**config.mk**
```make
export PLATFORM = sky130hd
export DESIGN_NAME = can_tx_bitstream
export DESIGN_NICKNAME = d
export VERILOG_FILES = /design/src/rtl/can_tx_bitstream.sv
export SDC_FILE = /design/constraint.sdc
export NUM_CORES = 1
export LEC_CHECK = 0
export ABC_AREA = 1
export BUFFER_PORTS_ARGS = -buffer_cell sky130_fd_sc_hd__buf_2
export CAP_MARGIN = 15
export CORE_MARGIN = 5
export CORE_UTILIZATION = 55
export CTS_BUF_LIST = sky130_fd_sc_hd__clkbuf_16
export DETAILED_ROUTE_END_ITERATION = 7
export PLACE_DENSITY = 0.78
export REMOVE_ABC_BUFFERS = 1
export SYNTH_ARGS = -nofsm -noshare
export SYNTH_HDL_FRONTEND = slang
export SYNTH_SLANG_ARGS = --single-unit
```
**constraint.sdc**
```tcl
create_clock -name i_can_clk -period 4.8 [get_ports i_can_clk]
set_input_delay 0.72 -clock i_can_clk [delete_from_list [all_inputs] [get_ports i_can_clk]]
set_output_delay 0.72 -clock i_can_clk [all_outputs]
set_load 0.01 [all_outputs]
```
**src/rtl/can_tx_bitstream.sv**
```systemverilog
// CAN transmit bit-stream engine: serializes SOF..CRC with bit stuffing, appends the fixed tail,
// and checks every sampled bus bit for arbitration loss, bit errors and a missing ACK.
module can_tx_bitstream #(
  parameter int FRAME_W  = 98,
  parameter int ARB_BITS = 12
) (
  input  logic               i_can_clk,
  input  logic               i_reset,
  input  logic               i_start,
  input  logic [FRAME_W-1:0] i_frame,
  input  logic [6:0]         i_stuff_len,
  input  logic               i_samp_tick,
  input  logic               i_rx_bit,
  output logic               o_tx_bit,
  output logic               o_busy,
  output logic               o_done,
  output logic               o_arb_lost,
  output logic               o_bit_err,
  output logic               o_ack_err
);

  typedef enum logic [1:0] {S_IDLE, S_STUFF, S_TAIL} state_t;

  state_t             state, state_n;
  logic [FRAME_W-1:0] shreg, shreg_n;
  logic [6:0]         len_q, len_n, idx, idx_n;
  logic [2:0]         run, run_n;
  logic               stuff_q, stuff_n;
  logic [3:0]         tail_idx, tail_n;
  logic               tx_n, done_n, arb_n, berr_n, aerr_n;
  logic [6:0]         len_clamped;
  logic               mismatch, in_arb, next_frame_bit;

  assign len_clamped    = (i_stuff_len > 7'(FRAME_W)) ? 7'(FRAME_W) : i_stuff_len;
  assign mismatch       = (i_rx_bit != o_tx_bit);
  assign in_arb         = !stuff_q && (idx >= 7'd1) && (idx <= 7'(ARB_BITS));
  assign next_frame_bit = shreg[FRAME_W-2];
  assign o_busy         = (state != S_IDLE);

  // shreg[FRAME_W-1] always holds the frame bit at idx; a stuff bit leaves it in place.
  always_comb begin
    state_n = state;
    shreg_n = shreg;
    len_n   = len_q;
    idx_n   = idx;
    run_n   = run;
    stuff_n = stuff_q;
    tail_n  = tail_idx;
    tx_n    = o_tx_bit;
    done_n  = 1'b0;
    arb_n   = 1'b0;
    berr_n  = 1'b0;
    aerr_n  = 1'b0;
    case (state)
      S_IDLE: begin
        tx_n = 1'b1;
        if (i_start) begin
          shreg_n = i_frame;
          len_n   = len_clamped;
          idx_n   = 7'd0;
          run_n   = 3'd1;
          stuff_n = 1'b0;
          tail_n  = 4'd0;
          if (len_clamped == 7'd0) begin
            state_n = S_TAIL;
          end else begin
            state_n = S_STUFF;
            tx_n    = i_frame[FRAME_W-1];
          end
        end
      end
      S_STUFF: begin
        if (i_samp_tick) begin
          if (mismatch) begin
            state_n = S_IDLE;
            tx_n    = 1'b1;
            if (in_arb && o_tx_bit && !i_rx_bit) arb_n = 1'b1;
            else berr_n = 1'b1;
          end else if (run == 3'd5) begin
            tx_n    = ~o_tx_bit;
            stuff_n = 1'b1;
            run_n   = 3'd1;
          end else if ((idx + 7'd1) >= len_q) begin
            state_n = S_TAIL;
            tx_n    = 1'b1;
            tail_n  = 4'd0;
            stuff_n = 1'b0;
          end else begin
            shreg_n = shreg << 1;
            tx_n    = next_frame_bit;
            idx_n   = idx + 7'd1;
            stuff_n = 1'b0;
            run_n   = (next_frame_bit == o_tx_bit) ? run + 3'd1 : 3'd1;
          end
        end
      end
      S_TAIL: begin
        tx_n = 1'b1;
        if (i_samp_tick) begin
          if (tail_idx == 4'd1) begin
            if (i_rx_bit) begin
              aerr_n  = 1'b1;
              state_n = S_IDLE;
            end else begin
              tail_n = tail_idx + 4'd1;
            end
          end else if (!i_rx_bit) begin
            berr_n  = 1'b1;
            state_n = S_IDLE;
          end else if (tail_idx == 4'd9) begin
            done_n  = 1'b1;
            state_n = S_IDLE;
          end else begin
            tail_n = tail_idx + 4'd1;
          end
        end
      end
      default: begin
        state_n = S_IDLE;
        tx_n    = 1'b1;
      end
    endcase
  end

  always_ff @(posedge i_can_clk) begin
    if (i_reset) begin
      state      <= S_IDLE;
      shreg      <= '0;
      len_q      <= 7'd0;
      idx        <= 7'd0;
      run        <= 3'd0;
      stuff_q    <= 1'b0;
      tail_idx   <= 4'd0;
      o_tx_bit   <= 1'b1;
      o_done     <= 1'b0;
      o_arb_lost <= 1'b0;
      o_bit_err  <= 1'b0;
      o_ack_err  <= 1'b0;
    end else begin
      state      <= state_n;
      shreg      <= shreg_n;
      len_q      <= len_n;
      idx        <= idx_n;
      run        <= run_n;
      stuff_q    <= stuff_n;
      tail_idx   <= tail_n;
      o_tx_bit   <= tx_n;
      o_done     <= done_n;
      o_arb_lost <= arb_n;
      o_bit_err  <= berr_n;
      o_ack_err  <= aerr_n;
    end
  end

endmodule

```
==> impl_metrics.json, run 1 <==
{
  "port_buffers": 115,
  "cts_stage_hold_buffer_count": 0,
  "crit_path_max_fanout": 53,
  "rsz_0062_raised_after_global_routing": "no",
  "postLayoutCoreUtil_pct": 65.1,
  "hold_viol": 0,
  "setup-violations-final": 0,
  "post-cts-setup-buffer-count": 0,
  "routed_wire_per_std_cell_um": 10.4,
  "p_leak_nw": 4.14,
  "tritoncts.num_buffers": 17,
  "critical_path_arrival_ps": 3540,
  "finalMaxSlewViolations": 0,
  "drive_above_1_share_pct": 12.7,
  "min-delay-path-class": "reg -> reg",
  "critPathTopFamily": "simple AND/OR/NAND/NOR gates",
  "pwr-share-clk_pct": 22.8,
  "critical_path_buf_inv_count": 3,
  "core_footprint_um2": 12100,
  "groute.usage.overall_pct": 19.8,
  "antenna-diode-count": 0,
  "initial_utilization_pct": 56.1,
  "firstDrtPassIters": 5,
  "final_nets": 1309,
  "finalClockSkew_ps": 6.93,
  "vias": 6405,
  "first_global_vias": 5617,
  "element_type_at_the_critical_path_end": "register",
  "io-pin-count": 116,
  "period_share_pct": 66.6,
  "post_synthesis_cell_type_with_the_largest_combined_area": "sky130_fd_sc_hd__dfxtp_1",
  "path_cells": "inv_1 -> nor3_1 -> nand2_1 -> nand2_1 -> nand2_1 -> ha_1 -> nand2_1 -> inv_1 -> a21oi_1 -> nand3_1 -> nand2_2 -> nand3_4 -> buf_4 -> nand2_1 -> nand2_1 -> nor2_1",
  "fraction_of_post_synthesis_cell_area_in_the_top_cell_type_by_area_pct": 37.3,
  "worst_slew_margin_rel_pct": 29.4,
  "netlist_instances": 1102,
  "worst_setup_path_start_kind": "register",
  "fp.dieW_um": 121,
  "netlist-cell-type-count": 33,
  "clkSinkCount": 126,
  "drt_wl_total_mm": 14.2,
  "gp_routability_congestion": 0.869,
  "grt_pass1_wl_mm": 24.1,
  "remaining_drc_errors": 0,
  "gr-total-overflow": 0,
  "setup_total_negative_slack_ps": 0,
  "irDropWorstVdd_mv": 0.412,
  "clock_latency_ps": 410,
  "power.switching_w": 0.00223,
  "cts.reportedPaths.clkPinSlew_ps": 50,
  "synth_commonest_cells": "sky130_fd_sc_hd__nand2_1 (355), sky130_fd_sc_hd__nor2_1 (217), sky130_fd_sc_hd__inv_1 (128), sky130_fd_sc_hd__dfxtp_1 (126), sky130_fd_sc_hd__o21ai_0 (102)",
  "run_status": "finished clean",
  "combinationalPowerShare_pct": 48.3,
  "worstMarginPinSlew_ps": 1060,
  "power_density_nw_per_um2": 657,
  "via_per_inst": 4.71,
  "fp.dieH_um": 121,
  "post-dp-hpwl_mm": 9.21,
  "post_cts.resized_instances": 0,
  "floorplan.rows": 40,
  "post-place-cells": 1330,
  "num-fill-cells": 1115,
  "standard_cell_with_the_maximum_stage_delay_on_the_critical_path": "sky130_fd_sc_hd__buf_4",
  "power.sequential.fraction_pct": 28.9,
  "maximum_number_of_pins_on_one_net_before_global_route_repair": 108,
  "crit_path_max_incr_delay_ps": 470,
  "synthesis.area_per_instance_um2": 6.14,
  "grt_antenna_before_repair": 0,
  "worst_path_most_repeated_cell": "sky130_fd_sc_hd__nand2_1",
  "synth_most_common_cell": "sky130_fd_sc_hd__nand2_1",
  "first_iter_violations": 546,
  "ys_dominant_reg_cell": "sky130_fd_sc_hd__dfxtp_1",
  "die_area_um2": 14600,
  "ant_nets": 0,
  "post-place-ws_ps": 1610,
  "fin_ws_ps": 1600,
  "htreeDepth": 4,
  "sequential_element_share_of_the_synthesized_area_pct": 37.3,
  "share_of_total_power_consumed_by_net_switching_pct": 43.3,
  "worst-setup-path-type": "reg -> reg",
  "max-cap-violations": 0,
  "share_of_synthesized_registers_carrying_an_async_set_or_reset_pct": 0,
  "number_of_storage_elements_in_the_synthesis_netlist": 126,
  "area_delta_synth_final_pct": 15.9,
  "cts_max_path_buffers": 2,
  "synth.yosys.warnings": 0,
  "post-route-min-period_ps": 3200,
  "internal_power_w": 0.00292,
  "mappedNetlistArea_um2": 6770,
  "synth_area_leaders": "sky130_fd_sc_hd__dfxtp_1 (37%), sky130_fd_sc_hd__nand2_1 (20%), sky130_fd_sc_hd__nor2_1 (12%)",
  "cts-root-buf": "sky130_fd_sc_hd__clkbuf_16",
  "maxClockFrequency_mhz": 313,
  "count_of_flip_flops_with_a_built_in_enable_after_synthesis": 0,
  "cts_tree": "done",
  "finalNonFillerCells": 1361,
  "worst_endpoint_required_time_ps": 5150
}
## worst paths after layout
| kind | start | endpoint | slack (ps) | depth (start not counted) |
|---|---|---|---|---|
| worst max-delay path | idx[0] | shreg[34] | 1600 | 16 |
| worst min-delay path | shreg[3] | shreg[3] | 460 | 2 |
| worst max register to register | idx[0] | shreg[34] | 1600 | 16 |
| worst min register to register | shreg[3] | shreg[3] | 460 | 2 |
## state kept, by name (all words and copies together), names as in the netlist
name	flops
stuff_q	1
o_arb_lost	1
o_ack_err	1
o_bit_err	1
idx	7
o_done	1
len_q	7
run	3
shreg	97
tail_idx	4
state	2
o_tx_bit	1
## cell families after synthesis
| group | count (synthesis) | synth area share [%] |
|---|---|---|
| AO/OA/AOI/OAI | 139 | 10.6 |
| XOR/XNOR | 8 | 1.15 |
| adder cells (fa/ha/maj) | 18 | 3.33 |
| buffers and inverters | 188 | 11.5 |
| flip-flops | 126 | 37.3 |
| AND/OR/NAND/NOR | 623 | 36.2 |
## cell usage in the layout (no fill, tap or decap)
master                       netlist  layout
sky130_fd_sc_hd__clkinv_2          0       4
sky130_fd_sc_hd__nor3_1            3       3
sky130_fd_sc_hd__inv_1           128     131
sky130_fd_sc_hd__o21a_1            1       1
sky130_fd_sc_hd__and3_1            1       1
sky130_fd_sc_hd__nand3b_1          3       3
sky130_fd_sc_hd__xnor2_1           3       3
sky130_fd_sc_hd__nand3_4           1       1
sky130_fd_sc_hd__nor2_4            1       1
sky130_fd_sc_hd__clkbuf_16         0      17
sky130_fd_sc_hd__or2_2             1       1
sky130_fd_sc_hd__ha_1             18      18
sky130_fd_sc_hd__xor2_1            4       4
sky130_fd_sc_hd__nor4b_1           1       1
sky130_fd_sc_hd__inv_4             0       1
sky130_fd_sc_hd__buf_12            0       1
sky130_fd_sc_hd__a31oi_1           1       1
sky130_fd_sc_hd__dfxtp_1         126     126
sky130_fd_sc_hd__clkinvlp_4        0       1
sky130_fd_sc_hd__xor2_2            1       1
sky130_fd_sc_hd__a211oi_1          3       3
sky130_fd_sc_hd__nand2_1         355     355
sky130_fd_sc_hd__buf_2             8     115
sky130_fd_sc_hd__nand3_1          27      27
sky130_fd_sc_hd__a22oi_1           1       1
sky130_fd_sc_hd__nand4_1          10      10
sky130_fd_sc_hd__clkinv_1          0       4
sky130_fd_sc_hd__nor2_1          217     217
sky130_fd_sc_hd__nor4_1            1       1
sky130_fd_sc_hd__o21ai_0         102     102
sky130_fd_sc_hd__bufinv_16         0       2
sky130_fd_sc_hd__buf_4            11       3
sky130_fd_sc_hd__nand2_2           2       2
sky130_fd_sc_hd__a21oi_2           1       1
sky130_fd_sc_hd__o211ai_1          1       1
sky130_fd_sc_hd__a21oi_1          29      29
## final cells by class
type / count / area [um^2] / share of cell area (%)
clock inverters: 14 / 113 / 1.44
repair buffers: 119 / 618 / 7.88
flip-flops and latches: 126 / 2520 / 32.1
inverters: 129 / 488 / 6.22
clock buffers: 17 / 425 / 5.42
multi-input cells: 788 / 3470 / 44.2
well taps: 168 / 210 / 2.68
## stage by stage
step	power [W]	hold slack [ps]	area (um^2)
detailed placement	0.00400	456	7310
global route	0.00573	491	7850
CTS	0.00519	463	7850
floorplan	0.00356	435	6480
finish	0.00515	462	7850
global placement	0.00394	450	7310
## power by group through the flow
| stage | sequential, W | combinational [W] | clock, W |
|---|---|---|---|
| after floorplan | 0.00149 | 0.00207 | 0 |
| after global placement | 0.00150 | 0.00244 | 0 |
| after detailed placement | 0.00151 | 0.00248 | 0 |
| after CTS | 0.00149 | 0.00251 | 0.00120 |
| after global routing | 0.00152 | 0.00296 | 0.00125 |
| final | 0.00149 | 0.00249 | 0.00118 |
## routing by layer
metal  wire (um)  part of all wire [%]  global-route usage [%]
met1        6840                    48                    25.8
met3         659                   4.7                    4.76
met2        6420                    45                    31.6
met4         223                   1.6                    7.93
met5           0                     0                       0
## worst reg2reg max path, stage by stage (launching register included)
cell and delay, ps:
sky130_fd_sc_hd__dfxtp_1 390, sky130_fd_sc_hd__inv_1 120, sky130_fd_sc_hd__nor3_1 260, sky130_fd_sc_hd__nand2_1 80, sky130_fd_sc_hd__nand2_1 60, sky130_fd_sc_hd__nand2_1 70, sky130_fd_sc_hd__ha_1 270, sky130_fd_sc_hd__nand2_1 80
sky130_fd_sc_hd__inv_1 50, sky130_fd_sc_hd__a21oi_1 180, sky130_fd_sc_hd__nand3_1 160, sky130_fd_sc_hd__nand2_2 220, sky130_fd_sc_hd__nand3_4 430, sky130_fd_sc_hd__buf_4 470, sky130_fd_sc_hd__nand2_1 120, sky130_fd_sc_hd__nand2_1 50
sky130_fd_sc_hd__nor2_1 120
Note: power is estimated with default switching activity, not from simulation.
==> inputs of run 2 (changes only) <==
- CORE_UTILIZATION: 55 -> 51
- PLACE_DENSITY: 0.78 -> 0.76
- clock period: 4.8 -> 2.8 ns (I/O delays scaled with it)
==> impl_metrics.json, run 2 (same netlist as run 1, synthesis figures left out) <==
{
  "run_status": "finished clean",
  "htreeDepth": 4,
  "remaining_drc_errors": 0,
  "setup-violations-final": 0,
  "post-route-min-period_ps": 2590,
  "routed_wire_per_std_cell_um": 11.7,
  "post-cts-setup-buffer-count": 0,
  "first_global_vias": 5652,
  "drt_wl_total_mm": 16.2,
  "firstDrtPassIters": 5,
  "p_leak_nw": 4.32,
  "drive_above_1_share_pct": 14.5,
  "max-cap-violations": 0,
  "fp.dieW_um": 125,
  "via_per_inst": 4.75,
  "final_nets": 1325,
  "critical_path_arrival_ps": 2890,
  "antenna-diode-count": 0,
  "vias": 6587,
  "hold_viol": 0,
  "most_frequent_standard_cell_in_the_layout_excluding_fill_and_tap_cells": "sky130_fd_sc_hd__nand2_1",
  "min-delay-path-class": "in -> reg",
  "critPathTopFamily": "simple AND/OR/NAND/NOR gates",
  "grt_pass1_wl_mm": 24.9,
  "cts.reportedPaths.clkPinSlew_ps": 50,
  "core_footprint_um2": 13100,
  "period_share_pct": 92.4,
  "crit_path_max_fanout": 20,
  "critical_path_buf_inv_count": 3,
  "cts_max_path_buffers": 2,
  "layout.cell_area.non_filler_um2": 8220,
  "groute.usage.overall_pct": 18.6,
  "clkSinkCount": 126,
  "worst_hold_slack_ps": 278,
  "fin_ws_ps": 212,
  "multi_input_comb_area_um2": 3520,
  "biggestRegsByFlops": "shreg (97), idx (7), len_q (7)",
  "grt_antenna_before_repair": 0,
  "worst_path_most_repeated_cell": "sky130_fd_sc_hd__nand2_1",
  "element_type_at_the_critical_path_end": "register",
  "io-pin-count": 116,
  "die_area_um2": 15700,
  "worstMarginPinSlew_ps": 564,
  "fp.dieH_um": 125,
  "irDropWorstVdd_mv": 0.602,
  "cts-root-buf": "sky130_fd_sc_hd__clkbuf_16",
  "worst_endpoint_required_time_ps": 3110,
  "initial_utilization_pct": 51.5,
  "cts_stage_hold_buffer_count": 0,
  "tritoncts.num_buffers": 17,
  "worst_slew_margin_rel_pct": 62.4,
  "worst_setup_path_start_kind": "register",
  "finalClockSkew_ps": 9.82,
  "dpl_cell_area_um2": 7420,
  "postLayoutCoreUtil_pct": 62.5,
  "maximum_number_of_pins_on_one_net_before_global_route_repair": 135,
  "finalNonFillerCells": 1386,
  "maxClockFrequency_mhz": 386,
  "finalMaxSlewViolations": 0,
  "path_cells": "inv_1 -> nor3_2 -> nand2_1 -> nand2_1 -> nand2_1 -> ha_1 -> nand2_1 -> inv_1 -> a21oi_2 -> nand3_2 -> nand2_4 -> nand3_4 -> clkbuf_16 -> nor2_1 -> nor2_1",
  "ant_nets": 0,
  "first_iter_violations": 380,
  "gr-total-overflow": 0,
  "flip_flop_count_of_the_largest_register_all_copies_and_words_added": 97,
  "clock_latency_ps": 420,
  "post-dp-hpwl_mm": 9.51,
  "standard_cell_with_the_maximum_stage_delay_on_the_critical_path": "sky130_fd_sc_hd__dfxtp_1",
  "area_delta_synth_final_pct": 21.3,
  "worst-setup-path-type": "reg -> reg",
  "gp_routability_congestion": 0.821,
  "post-place-cells": 1343,
  "commonest_cells_after_routing_fill_and_taps_aside": "sky130_fd_sc_hd__nand2_1 (355), sky130_fd_sc_hd__nor2_1 (217), sky130_fd_sc_hd__inv_1 (131)",
  "regMostFlops": "shreg",
  "num-fill-cells": 1276,
  "floorplan.rows": 42,
  "cts_tree": "done",
  "port_buffers": 115,
  "crit_path_max_incr_delay_ps": 420,
  "regArea_um2": 2520,
  "post-place-ws_ps": 292,
  "power_density_nw_per_um2": 1210
}
[run 2: changes by cell type in the layout (fill, tap and decap cells not counted), sizes merged]
cell,before,now
bufinv,2,1
clkinvlp,1,3
clkbuf,17,24
nand3,28,30
buf,119,126
[run 2: where the power goes]
part / total [W] / switching, W / internal, W
clock: 0.00199 / 0.000794 / 0.00120
combinational: 0.00536 / 0.00335 / 0.00201
sequential: 0.00256 / 0.000185 / 0.00238
total: 0.00991 / 0.00433 / 0.00558
[run 2: layout make-up]
class                      instances  share of cell area [%]
clock inverter                    15                    1.34
timing repair buffer             133                    11.3
multi-input combinational        790                    42.8
sequential                       126                    30.7
tap                              176                    2.68
inverter                         129                    5.94
clock buffer                      17                    5.18
[run 2: worst reg2reg max path: cells and delay by family (launching register included)]
kind	cells	cell delay, ps
AO/OA/AOI/OAI	1	160
adder cells (fa/ha/maj)	1	270
buffers and inverters	3	480
flip-flops	1	420
AND/OR/NAND/NOR	10	1150
[run 2: path summary, 6_finish.rpt]
path                        from  slack, ps  endpoint  depth (start not counted)
hold reg to reg         shreg[0]        460  shreg[0]                          2
setup / recovery          idx[0]        210  shreg[2]                         15
setup reg to reg          idx[0]        210  shreg[2]                         15
hold / removal    i_stuff_len[0]        280  len_q[0]                          3
[run 2: timing repair]
item,4_1_cts,5_1_grt
hold endpoints to repair,0,0
resized for setup,0,8
setup endpoints to repair,0,32
[run 2: metrics by stage]
step / setup TNS [ps] / power, W
3_3_place_gp: 0 / 0.00694
4_1_cts: 0 / 0.00906
3_5_place_dp: 0 / 0.00702
6_report: 0 / 0.00991
2_1_floorplan: -133230 / 0.00610
5_1_grt: -15.1 / 0.0109
[run 2: metal layers]
layer | track usage, % | part of all wire [%] | vias to the layer above
met5 | 0 | 0 | -
met4 | 6.31 | 1.4 | 0
met3 | 4.65 | 4.8 | 17
met2 | 30.4 | 47 | 125
met1 | 24.2 | 47 | 2886
li1 | - | - | 3559
==> inputs of run 3 (changes only) <==
- PLACE_DENSITY: 0.76 -> 0.83
- SETUP_SLACK_MARGIN: unset -> 0.05
==> impl_metrics.json, run 3 (same netlist as run 1, synthesis figures left out) <==
{
  "p_leak_nw": 4.25,
  "antenna-diode-count": 0,
  "postLayoutCoreUtil_pct": 61.7,
  "fp.dieW_um": 125,
  "min-delay-path-class": "in -> reg",
  "crit_path_max_fanout": 20,
  "clock_latency_ps": 420,
  "finalClockSkew_ps": 10.1,
  "flip_flop_count_of_the_largest_register_all_copies_and_words_added": 97,
  "cts_max_path_buffers": 2,
  "initial_utilization_pct": 51.5,
  "standard_cell_with_the_maximum_stage_delay_on_the_critical_path": "sky130_fd_sc_hd__dfxtp_1",
  "final_nets": 1321,
  "vias": 6639,
  "element_type_at_the_critical_path_end": "register",
  "grt_antenna_before_repair": 0,
  "worstMarginPinSlew_ps": 501,
  "wl_met3_um": 873,
  "biggestRegsByFlops": "shreg (97), idx (7), len_q (7)",
  "io-pin-count": 116,
  "cts-root-buf": "sky130_fd_sc_hd__clkbuf_16",
  "cts_stage_hold_buffer_count": 0,
  "most_frequent_standard_cell_in_the_layout_excluding_fill_and_tap_cells": "sky130_fd_sc_hd__nand2_1",
  "htreeDepth": 4,
  "maximum_number_of_pins_on_one_net_before_global_route_repair": 161,
  "worst-setup-path-type": "reg -> reg",
  "power_density_nw_per_um2": 1200,
  "path_cells": "nand2_1 -> inv_1 -> nand2_1 -> xor2_1 -> inv_1 -> ha_1 -> nand2_1 -> nand2_1 -> a21oi_2 -> nand3_2 -> nand2_2 -> nand3_4 -> buf_12 -> clkbuf_16 -> nor2_1 -> nor2_1",
  "setup-violations-final": 0,
  "worst_setup_path_start_kind": "register",
  "area_delta_synth_final_pct": 19.6,
  "worst_endpoint_required_time_ps": 3110,
  "post-place-ws_ps": 92.0,
  "cts_tree": "done",
  "met2_wirelength_mm": 7.47,
  "period_share_pct": 87.8,
  "via_per_inst": 4.80,
  "drive_above_1_share_pct": 14.3,
  "groute.usage.overall_pct": 18.5,
  "crit_path_max_incr_delay_ps": 390,
  "maxClockFrequency_mhz": 407,
  "die_area_um2": 15700,
  "post-route-min-period_ps": 2460,
  "remaining_drc_errors": 0,
  "dr.max_layer_used": "met4",
  "hold_viol": 0,
  "met1_length_mm": 7.31,
  "finalMaxSlewViolations": 0,
  "regMostFlops": "shreg",
  "first_global_vias": 5787,
  "tritoncts.num_buffers": 17,
  "grt_pass1_wl_mm": 24.6,
  "fin_ws_ps": 342,
  "rsz_0062_raised_after_global_routing": "no",
  "gp_routability_congestion": 0.843,
  "port_buffers": 115,
  "ant_nets": 0,
  "worst_slew_margin_rel_pct": 66.6,
  "max-cap-violations": 0,
  "post-dp-hpwl_mm": 9.39,
  "first_iter_violations": 539,
  "floorplan.rows": 42,
  "irDropWorstVdd_mv": 0.624,
  "routed_wire_per_std_cell_um": 11.6,
  "fp.dieH_um": 125,
  "gr-total-overflow": 0,
  "commonest_cells_after_routing_fill_and_taps_aside": "sky130_fd_sc_hd__nand2_1 (355), sky130_fd_sc_hd__nor2_1 (217), sky130_fd_sc_hd__inv_1 (128)",
  "drt_wl_total_mm": 16.0,
  "run_status": "finished clean",
  "firstDrtPassIters": 5,
  "cts.reportedPaths.clkPinSlew_ps": 50,
  "critical_path_arrival_ps": 2760,
  "worst_path_most_repeated_cell": "sky130_fd_sc_hd__nand2_1",
  "core_footprint_um2": 13100,
  "clkSinkCount": 126
}
[run 3: changes by cell type in the layout (fill, tap and decap cells not counted), sizes merged]
cell,change
buf,+1
clkbuf,-3
clkinv,+4
clkinvlp,-1
inv,-3
nand3,-2
[run 3: area by class of cell]
cell class | instances | area [um^2]
Tap cell | 176 | 220
Sequential cell | 126 | 2520
Fill cell | 1279 | 5040
Timing Repair Buffer | 131 | 851
Clock buffer | 17 | 425
Clock inverter | 15 | 106
Multi-Input combinational cell | 788 | 3490
Inverter | 129 | 488
[run 3: worst paths after layout]
kind | from | slack (ps) | end | depth (start not counted)
max | idx[3] | 340 | shreg[71] | 16
min | i_frame[0] | 290 | shreg[0] | 3
max reg2reg | idx[3] | 340 | shreg[71] | 16
min reg2reg | shreg[3] | 460 | shreg[3] | 2
[run 3: through the flow]
step	instance area (um^2)	std cells	setup TNS, ps	hold WS [ps]	total power [W]
after floorplan	6480	1043	-133230	435	0.00610
after global placement	7370	1342	0	449	0.00680
after detailed placement	7370	1342	0	454	0.00693
after CTS	7910	1374	0	274	0.00896
after global routing	8100	1382	0	283	0.0106
final	8100	1382	0	294	0.00970
[run 3: worst max-delay path, delay by kind of cell (launching register included)]
family                   cells  cell delay [ps]
AND/OR/NAND/NOR              9              820
buffers and inverters        4              540
flip-flops                   1              390
adder cells (fa/ha/maj)      1              300
AO/OA/AOI/OAI                1              160
XOR/XNOR                     1              120
[run 3: repair_timing]
action | in CTS | in global routing
endpoints found under the setup margin | 0 | 104
setup buffers | 0 | 1
resized for setup | 0 | 11
[run 3: power by group]
part / switching [W] / leakage (nW) / internal [W] / total [W]
Clock: 0.000791 / 0.263 / 0.00119 / 0.00198
Sequential: 0.000183 / 1.04 / 0.00238 / 0.00256
Combinational: 0.00331 / 2.94 / 0.00184 / 0.00515
[run 3: layer usage]
layer | vias to the layer above | GRT usage [%]
met5 | - | 0
met4 | 0 | 8.16
met3 | 26 | 4.31
met2 | 163 | 31.6
met1 | 2907 | 22.2
li1 | 3543 | -
